[src/rtl/y_mat_fetch_ctrl.sv]
// y_mat_fetch_ctrl
// Fetches one packed row-index word from the index SRAM, then walks its rows in the
// order 1,2..ROWS-1,0. Each row issues two Y SRAM reads: the row's address field,
// then that address plus one. Each returned Y datum is forwarded downstream with
// row/half/last tags aligned to the SRAM's one-cycle read latency.
// The row counter and output row tag are 4 bits wide, so ROWS may be at most 16.
module y_mat_fetch_ctrl #(
    parameter int ROWS    = 16,
    parameter int FIELD_W = 10,
    parameter int ADDR_W  = 11,
    parameter int DATA_W  = 64
) (
    input  logic                 clock,
    input  logic                 reset,
    input  logic                 yFC_start,
    input  logic [ADDR_W-1:0]    yFC_idx_addr,
    output logic                 yFC_busy,
    output logic                 yFC_done,
    output logic                 yFC_idxRd_en,
    output logic [ADDR_W-1:0]    yFC_idxRd_addr,
    input  logic [16*ROWS-1:0]   yFC_idxRd_data,
    output logic                 yFC_yRd_en,
    output logic [ADDR_W-1:0]    yFC_yRd_addr,
    input  logic [DATA_W-1:0]    yFC_yRd_data,
    input  logic                 yFC_out_ready,
    output logic                 yFC_out_valid,
    output logic [DATA_W-1:0]    yFC_out_data,
    output logic [3:0]           yFC_out_row,
    output logic                 yFC_out_half,
    output logic                 yFC_out_last
);

    // Bit-position width needed to address any 16-bit slot in the packed word.
    localparam int POS_W = $clog2(16 * ROWS);

    typedef enum logic [2:0] {
        S_IDLE,
        S_IDX_RD,
        S_IDX_WAIT,
        S_ROW_A,
        S_ROW_B,
        S_DRAIN,
        S_DONE
    } state_t;

    state_t                state_q;
    logic [16*ROWS-1:0]    word_q;
    logic [3:0]            row_q;
    logic                  busy_q;
    logic                  done_q;
    logic                  idx_en_q;
    logic [ADDR_W-1:0]     idx_addr_q;

    // Tag pipe: one stage, lines up with Y SRAM read data.
    logic                  vld_q;
    logic [3:0]            tag_row_q;
    logic                  half_q;
    logic                  last_q;

    logic                  issue_d;
    logic                  half_d;
    logic                  last_d;
    logic [3:0]            slot_d;
    logic [POS_W-1:0]      bitpos_d;
    logic [FIELD_W-1:0]    field_d;
    logic [ADDR_W-1:0]     base_d;
    logic [ADDR_W-1:0]     yaddr_d;

    // Issue decision and Y address: row r lives in slot (ROWS-r) mod ROWS, so row 0
    // is the lowest slot and row 1 the highest. The slot's upper bits are dropped.
    always_comb begin
        issue_d  = yFC_out_ready && ((state_q == S_ROW_A) || (state_q == S_ROW_B));
        half_d   = (state_q == S_ROW_B);
        last_d   = half_d && (row_q == 4'd0);
        slot_d   = (row_q == 4'd0) ? 4'd0 : (4'(ROWS) - row_q);
        bitpos_d = POS_W'({slot_d, 4'b0000});
        field_d  = word_q[bitpos_d +: FIELD_W];
        base_d   = ADDR_W'(field_d);
        // The field is narrower than ADDR_W, so addr+1 cannot wrap.
        yaddr_d  = half_d ? (base_d + ADDR_W'(1)) : base_d;
    end

    // Run sequencer with registered busy/done/index-read outputs.
    always_ff @(posedge clock or negedge reset) begin
        if (!reset) begin
            state_q    <= S_IDLE;
            word_q     <= '0;
            row_q      <= 4'd0;
            busy_q     <= 1'b0;
            done_q     <= 1'b0;
            idx_en_q   <= 1'b0;
            idx_addr_q <= '0;
        end else begin
            case (state_q)
                S_IDLE: begin
                    if (yFC_start) begin
                        state_q    <= S_IDX_RD;
                        busy_q     <= 1'b1;
                        idx_en_q   <= 1'b1;
                        idx_addr_q <= yFC_idx_addr;
                    end
                end
                S_IDX_RD: begin
                    state_q    <= S_IDX_WAIT;
                    idx_en_q   <= 1'b0;
                    idx_addr_q <= '0;
                end
                S_IDX_WAIT: begin
                    word_q  <= yFC_idxRd_data;
                    row_q   <= 4'd1;
                    state_q <= S_ROW_A;
                end
                S_ROW_A: begin
                    if (yFC_out_ready) begin
                        state_q <= S_ROW_B;
                    end
                end
                S_ROW_B: begin
                    if (yFC_out_ready) begin
                        if (row_q == 4'd0) begin
                            state_q <= S_DRAIN;
                        end else begin
                            row_q   <= (row_q == 4'(ROWS - 1)) ? 4'd0 : (row_q + 4'd1);
                            state_q <= S_ROW_A;
                        end
                    end
                end
                S_DRAIN: begin
                    state_q <= S_DONE;
                    done_q  <= 1'b1;
                end
                S_DONE: begin
                    state_q <= S_IDLE;
                    done_q  <= 1'b0;
                    busy_q  <= 1'b0;
                end
                default: begin
                    state_q  <= S_IDLE;
                    busy_q   <= 1'b0;
                    done_q   <= 1'b0;
                    idx_en_q <= 1'b0;
                end
            endcase
        end
    end

    // Delay the issue-time tags by one cycle so they travel with the returned datum.
    always_ff @(posedge clock or negedge reset) begin
        if (!reset) begin
            vld_q     <= 1'b0;
            tag_row_q <= 4'd0;
            half_q    <= 1'b0;
            last_q    <= 1'b0;
        end else begin
            vld_q     <= issue_d;
            tag_row_q <= issue_d ? row_q : 4'd0;
            half_q    <= issue_d && half_d;
            last_q    <= issue_d && last_d;
        end
    end

    // Output drive: strobes are zero outside issue cycles, data is gated by valid.
    always_comb begin
        yFC_busy       = busy_q;
        yFC_done       = done_q;
        yFC_idxRd_en   = idx_en_q;
        yFC_idxRd_addr = idx_addr_q;
        yFC_yRd_en     = issue_d;
        yFC_yRd_addr   = issue_d ? yaddr_d : '0;
        yFC_out_valid  = vld_q;
        yFC_out_data   = vld_q ? yFC_yRd_data : '0;
        yFC_out_row    = tag_row_q;
        yFC_out_half   = half_q;
        yFC_out_last   = last_q;
    end

endmodule
[config.mk]
export PLATFORM = sky130hd
export DESIGN_NAME = y_mat_fetch_ctrl
export DESIGN_NICKNAME = d
export VERILOG_FILES = /design/src/rtl/y_mat_fetch_ctrl.sv
export SDC_FILE = /design/constraint.sdc
export NUM_CORES = 1
export LEC_CHECK = 0
export CAP_MARGIN = 30
export CORE_AREA = 5 5 166 168
export CTS_BUF_LIST = sky130_fd_sc_hd__clkbuf_8
export DETAILED_ROUTE_END_ITERATION = 12
export DIE_AREA = 0 0 171 173
export PLACE_DENSITY = 0.68
export SETUP_SLACK_MARGIN = 0.5
export SYNTH_ARGS = -nofsm -noshare
export SYNTH_HDL_FRONTEND = slang
export SYNTH_SLANG_ARGS = --single-unit
[constraint.sdc]
create_clock -name clock -period 5.2 [get_ports clock]
set_clock_uncertainty 0.1 [all_clocks]
set_input_delay 1.3 -clock clock [delete_from_list [all_inputs] [get_ports clock]]
set_output_delay 1.3 -clock clock [all_outputs]
set_load 0.02 [all_outputs]
==> flow_metrics.env <==
export IMPL_synth_seq_area_share_pct=51.1
export IMPL_ctsRootBufferMaster="clkbuf_8"
export IMPL_h_tree_depth=4
export IMPL_period_minus_slack_ps=5090
export IMPL_num_vias=7334
export IMPL_worst_path_most_repeated_cell="buf_6"
export IMPL_seqCellArea_sq_um=4700
export IMPL_nFillCells=2228
export IMPL_ios=432
export IMPL_grt_use_total_pct=19.9
export IMPL_crit_path_max_fanout=6
export IMPL_slew_viol_final=0
export IMPL_setup_viol=0
export IMPL_rows=59
export IMPL_synth_edf_count=0
export IMPL_clk_pin_slew_ps=90
export IMPL_final_layout_size_suffix_gt1_share_pct=30.0
export IMPL_clock_latency_ps=460
export IMPL_area_delta_synth_final_pct=51.7
export IMPL_final_common_cell="clkdlybuf4s50_1"
export IMPL_drt_initial_drc_count=369
export IMPL_worstMarginPinSlew_ps=1040
export IMPL_die_x_um=171
export IMPL_path_buf_inv=5
export IMPL_drv_cap=0
export IMPL_relSlewSlack_pct=30.5
export IMPL_postSynthAreaPerCell_sq_um=12.6
export IMPL_ctsLongestPathBuffers=2
export IMPL_fmax_mhz=197
export IMPL_power_leakage_nw=5.75
export IMPL_synth_cells=729
export IMPL_tns_ps=0
export IMPL_rsz0062_at_grt="true"
export IMPL_worstSetupEndpointType="output port"
export IMPL_cts_tree="yes"
export IMPL_setup_slack_ps=114
export IMPL_grt_ovfl_total=0
export IMPL_outcome="finished, final reports clean"
export IMPL_hold_viol_final=0
export IMPL_place_ws_ps=15.0
export IMPL_synth_cell_types=54
export IMPL_antenna_found_initial=13
export IMPL_ys_flop_type="dfrtp_1"
export IMPL_p_per_area_nw_per_um2=670
export IMPL_cp_start_kind="flip-flop"
export IMPL_peakVddDrop_mv=0.458
export IMPL_crit_family="simple AND/OR/NAND/NOR gates"
export IMPL_routed_via_density=5.07
export IMPL_crit_chain="inv_2 -> ha_4 -> nor3b_4 -> nor2_4 -> buf_12 -> buf_6 -> mux4_2 -> a221o_2 -> ha_4 -> and2_4 -> and4_4 -> buf_6 -> nor2b_4 -> mux2_4 -> buf_6"
export IMPL_worstPathRequired_ps=3800
export IMPL_routabilityCongestion=0.830
export IMPL_synth_nets=1067
export IMPL_start_util_pct=35.7
export IMPL_drtPass1Iterations=4
export IMPL_mostFrequentLayoutCells="clkdlybuf4s50_1 (323), dfrtp_1 (188), mux2_2 (167)"
export IMPL_numCtsBuffers=17
export IMPL_portBuffers=335
export IMPL_slowest_delay_ps=480
export IMPL_drcViolationCount=0
export IMPL_multiInputGateArea_sq_um=4470
export IMPL_ys_ff_latch=188
export IMPL_grt_pass1_vias=7671
export IMPL_finalCritPeriodShare_pct=97.8
export IMPL_die_area_sq_um=29600
export IMPL_synth_area_sq_um=9200
export IMPL_routed_wl_mm=30.1
export IMPL_die_h_um=173
export IMPL_yosysWarnings=0
export IMPL_cts_sinks=188
export IMPL_drtAntennaViolNets=0
export IMPL_fin_util_pct=54.2
export IMPL_final_nets=1429
export IMPL_slowest_stage="a221o_2"
export IMPL_drt_wirelength_per_cell_um=20.8
export IMPL_crit_type="reg2out"
export IMPL_worstPathArrival_ps=3690
export IMPL_dp_final_hpwl_mm=23.3
export IMPL_worst_hold_path_type="reg2reg"
export IMPL_grt_pass1_wl_mm=44.8
export IMPL_core_sq_um=25800
export IMPL_grt_max_degree=166
export IMPL_ys_async_sr_fraction_pct=100
-- synth_stat cells (4+ instances only) --
cell	count	area share [%]
a211oi_1	10	0.82
a21oi_1	21	1.1
a22o_1	13	1.2
a22oi_1	7	0.57
a31oi_1	6	0.41
and2_1	67	4.6
buf_2	8	0.44
clkbuf_1	39	1.6
dfrtp_1	188	51
inv_1	9	0.37
mux2_2	167	20
mux2i_1	11	1.2
mux4_2	23	5.6
nand2_1	27	1.1
nand2b_1	4	0.27
nand3_1	10	0.54
nor2_1	21	0.86
nor2b_1	7	0.48
nor3_1	6	0.33
o21ai_0	18	0.98
o22ai_1	8	0.54
o31ai_1	4	0.33
-- worst reg2reg max path, cell delays in order, from the launching register on --
cell	delay (ps)
dfrtp_1	510
nor2b_1	240
nor2b_4	190
buf_12	490
mux2_2	740
-- cell type report --
class	count	area share, %
Multi-Input combinational cell	481	32.0
Timing Repair Buffer	394	28.2
Tap cell	335	3.00
Clock inverter	12	0.878
Sequential cell	188	33.7
Inverter	9	0.242
Antenna cell	8	0.143
Clock buffer	19	1.87
-- timing repair --
item	4_1_cts	5_1_grt
buffers inserted	10	2
hold buffers	0	0
setup endpoints to repair	11	11
pin swaps	12	8
gates resized for setup	79	17
-- per-layer routing --
layer / vias up / global-route usage (%) / share of wire (%)
li1: 3390 / - / -
met1: 3640 / 22.2 / 36
met2: 265 / 34.8 / 53
met3: 29 / 7.19 / 9.4
met4: 10 / 7.07 / 1.5
met5: - / 0.334 / 0.19
-- power by group --
| part | internal [W] | leakage, nW | switching [W] |
|---|---|---|---|
| combinational | 0.00307 | 3.30 | 0.00271 |
| sequential | 0.00219 | 2.24 | 0.000411 |
| clock | 0.000448 | 0.203 | 0.000519 |
-- per-stage QoR --
step / cell area [sq um] / instances / power (W) / hold slack [ps]
5_1_grt: 14000 / 1446 / 0.00998 / 424
2_1_floorplan: 9220 / 729 / 0.00586 / 373
6_report: 14000 / 1446 / 0.00935 / 406
3_3_place_gp: 13200 / 1392 / 0.00780 / 383
4_1_cts: 13800 / 1435 / 0.00927 / 409
3_5_place_dp: 13200 / 1394 / 0.00790 / 388
-- flip-flops by register name, indices dropped and copies added, names as in the netlist --
signal          cells
row_q               4
state_q             3
word_q            160
yFC_busy            1
yFC_done            1
yFC_idxRd_addr     11
yFC_idxRd_en        1
yFC_out_half        1
yFC_out_last        1
yFC_out_row         4
yFC_out_valid       1
-- cells by family (layout without fill, tap and decap cells) --
kind of cell / after synthesis / count (layout) / share of synthesized area [%]
XOR/XNOR: 4 / 4 / 0.381
AND/OR/NAND/NOR: 162 / 162 / 9.83
flip-flops: 188 / 188 / 51.1
other: 0 / 8 / 0
adder cells (fa/ha/maj): 3 / 3 / 0.408
buffers and inverters: 60 / 434 / 2.72
multiplexers: 203 / 203 / 27.5
AO/OA/AOI/OAI: 109 / 109 / 8.04
-- path summary, 6_finish.rpt --
kind	start	endpoint	slack (ps)	cells after the start
min	yFC_idxRd_addr[1]	yFC_idxRd_addr[1]	410	1
min in group asynchronous	reset	word_q[228]	550	1
max in group asynchronous	reset	word_q[115]	3360	3
min reg2reg	yFC_idxRd_addr[1]	yFC_idxRd_addr[1]	410	1
max	row_q[1]	yFC_yRd_addr[8]	110	15
max reg2reg	state_q[1]	word_q[209]	2800	4
Note: power is estimated with default switching activity, not from simulation.
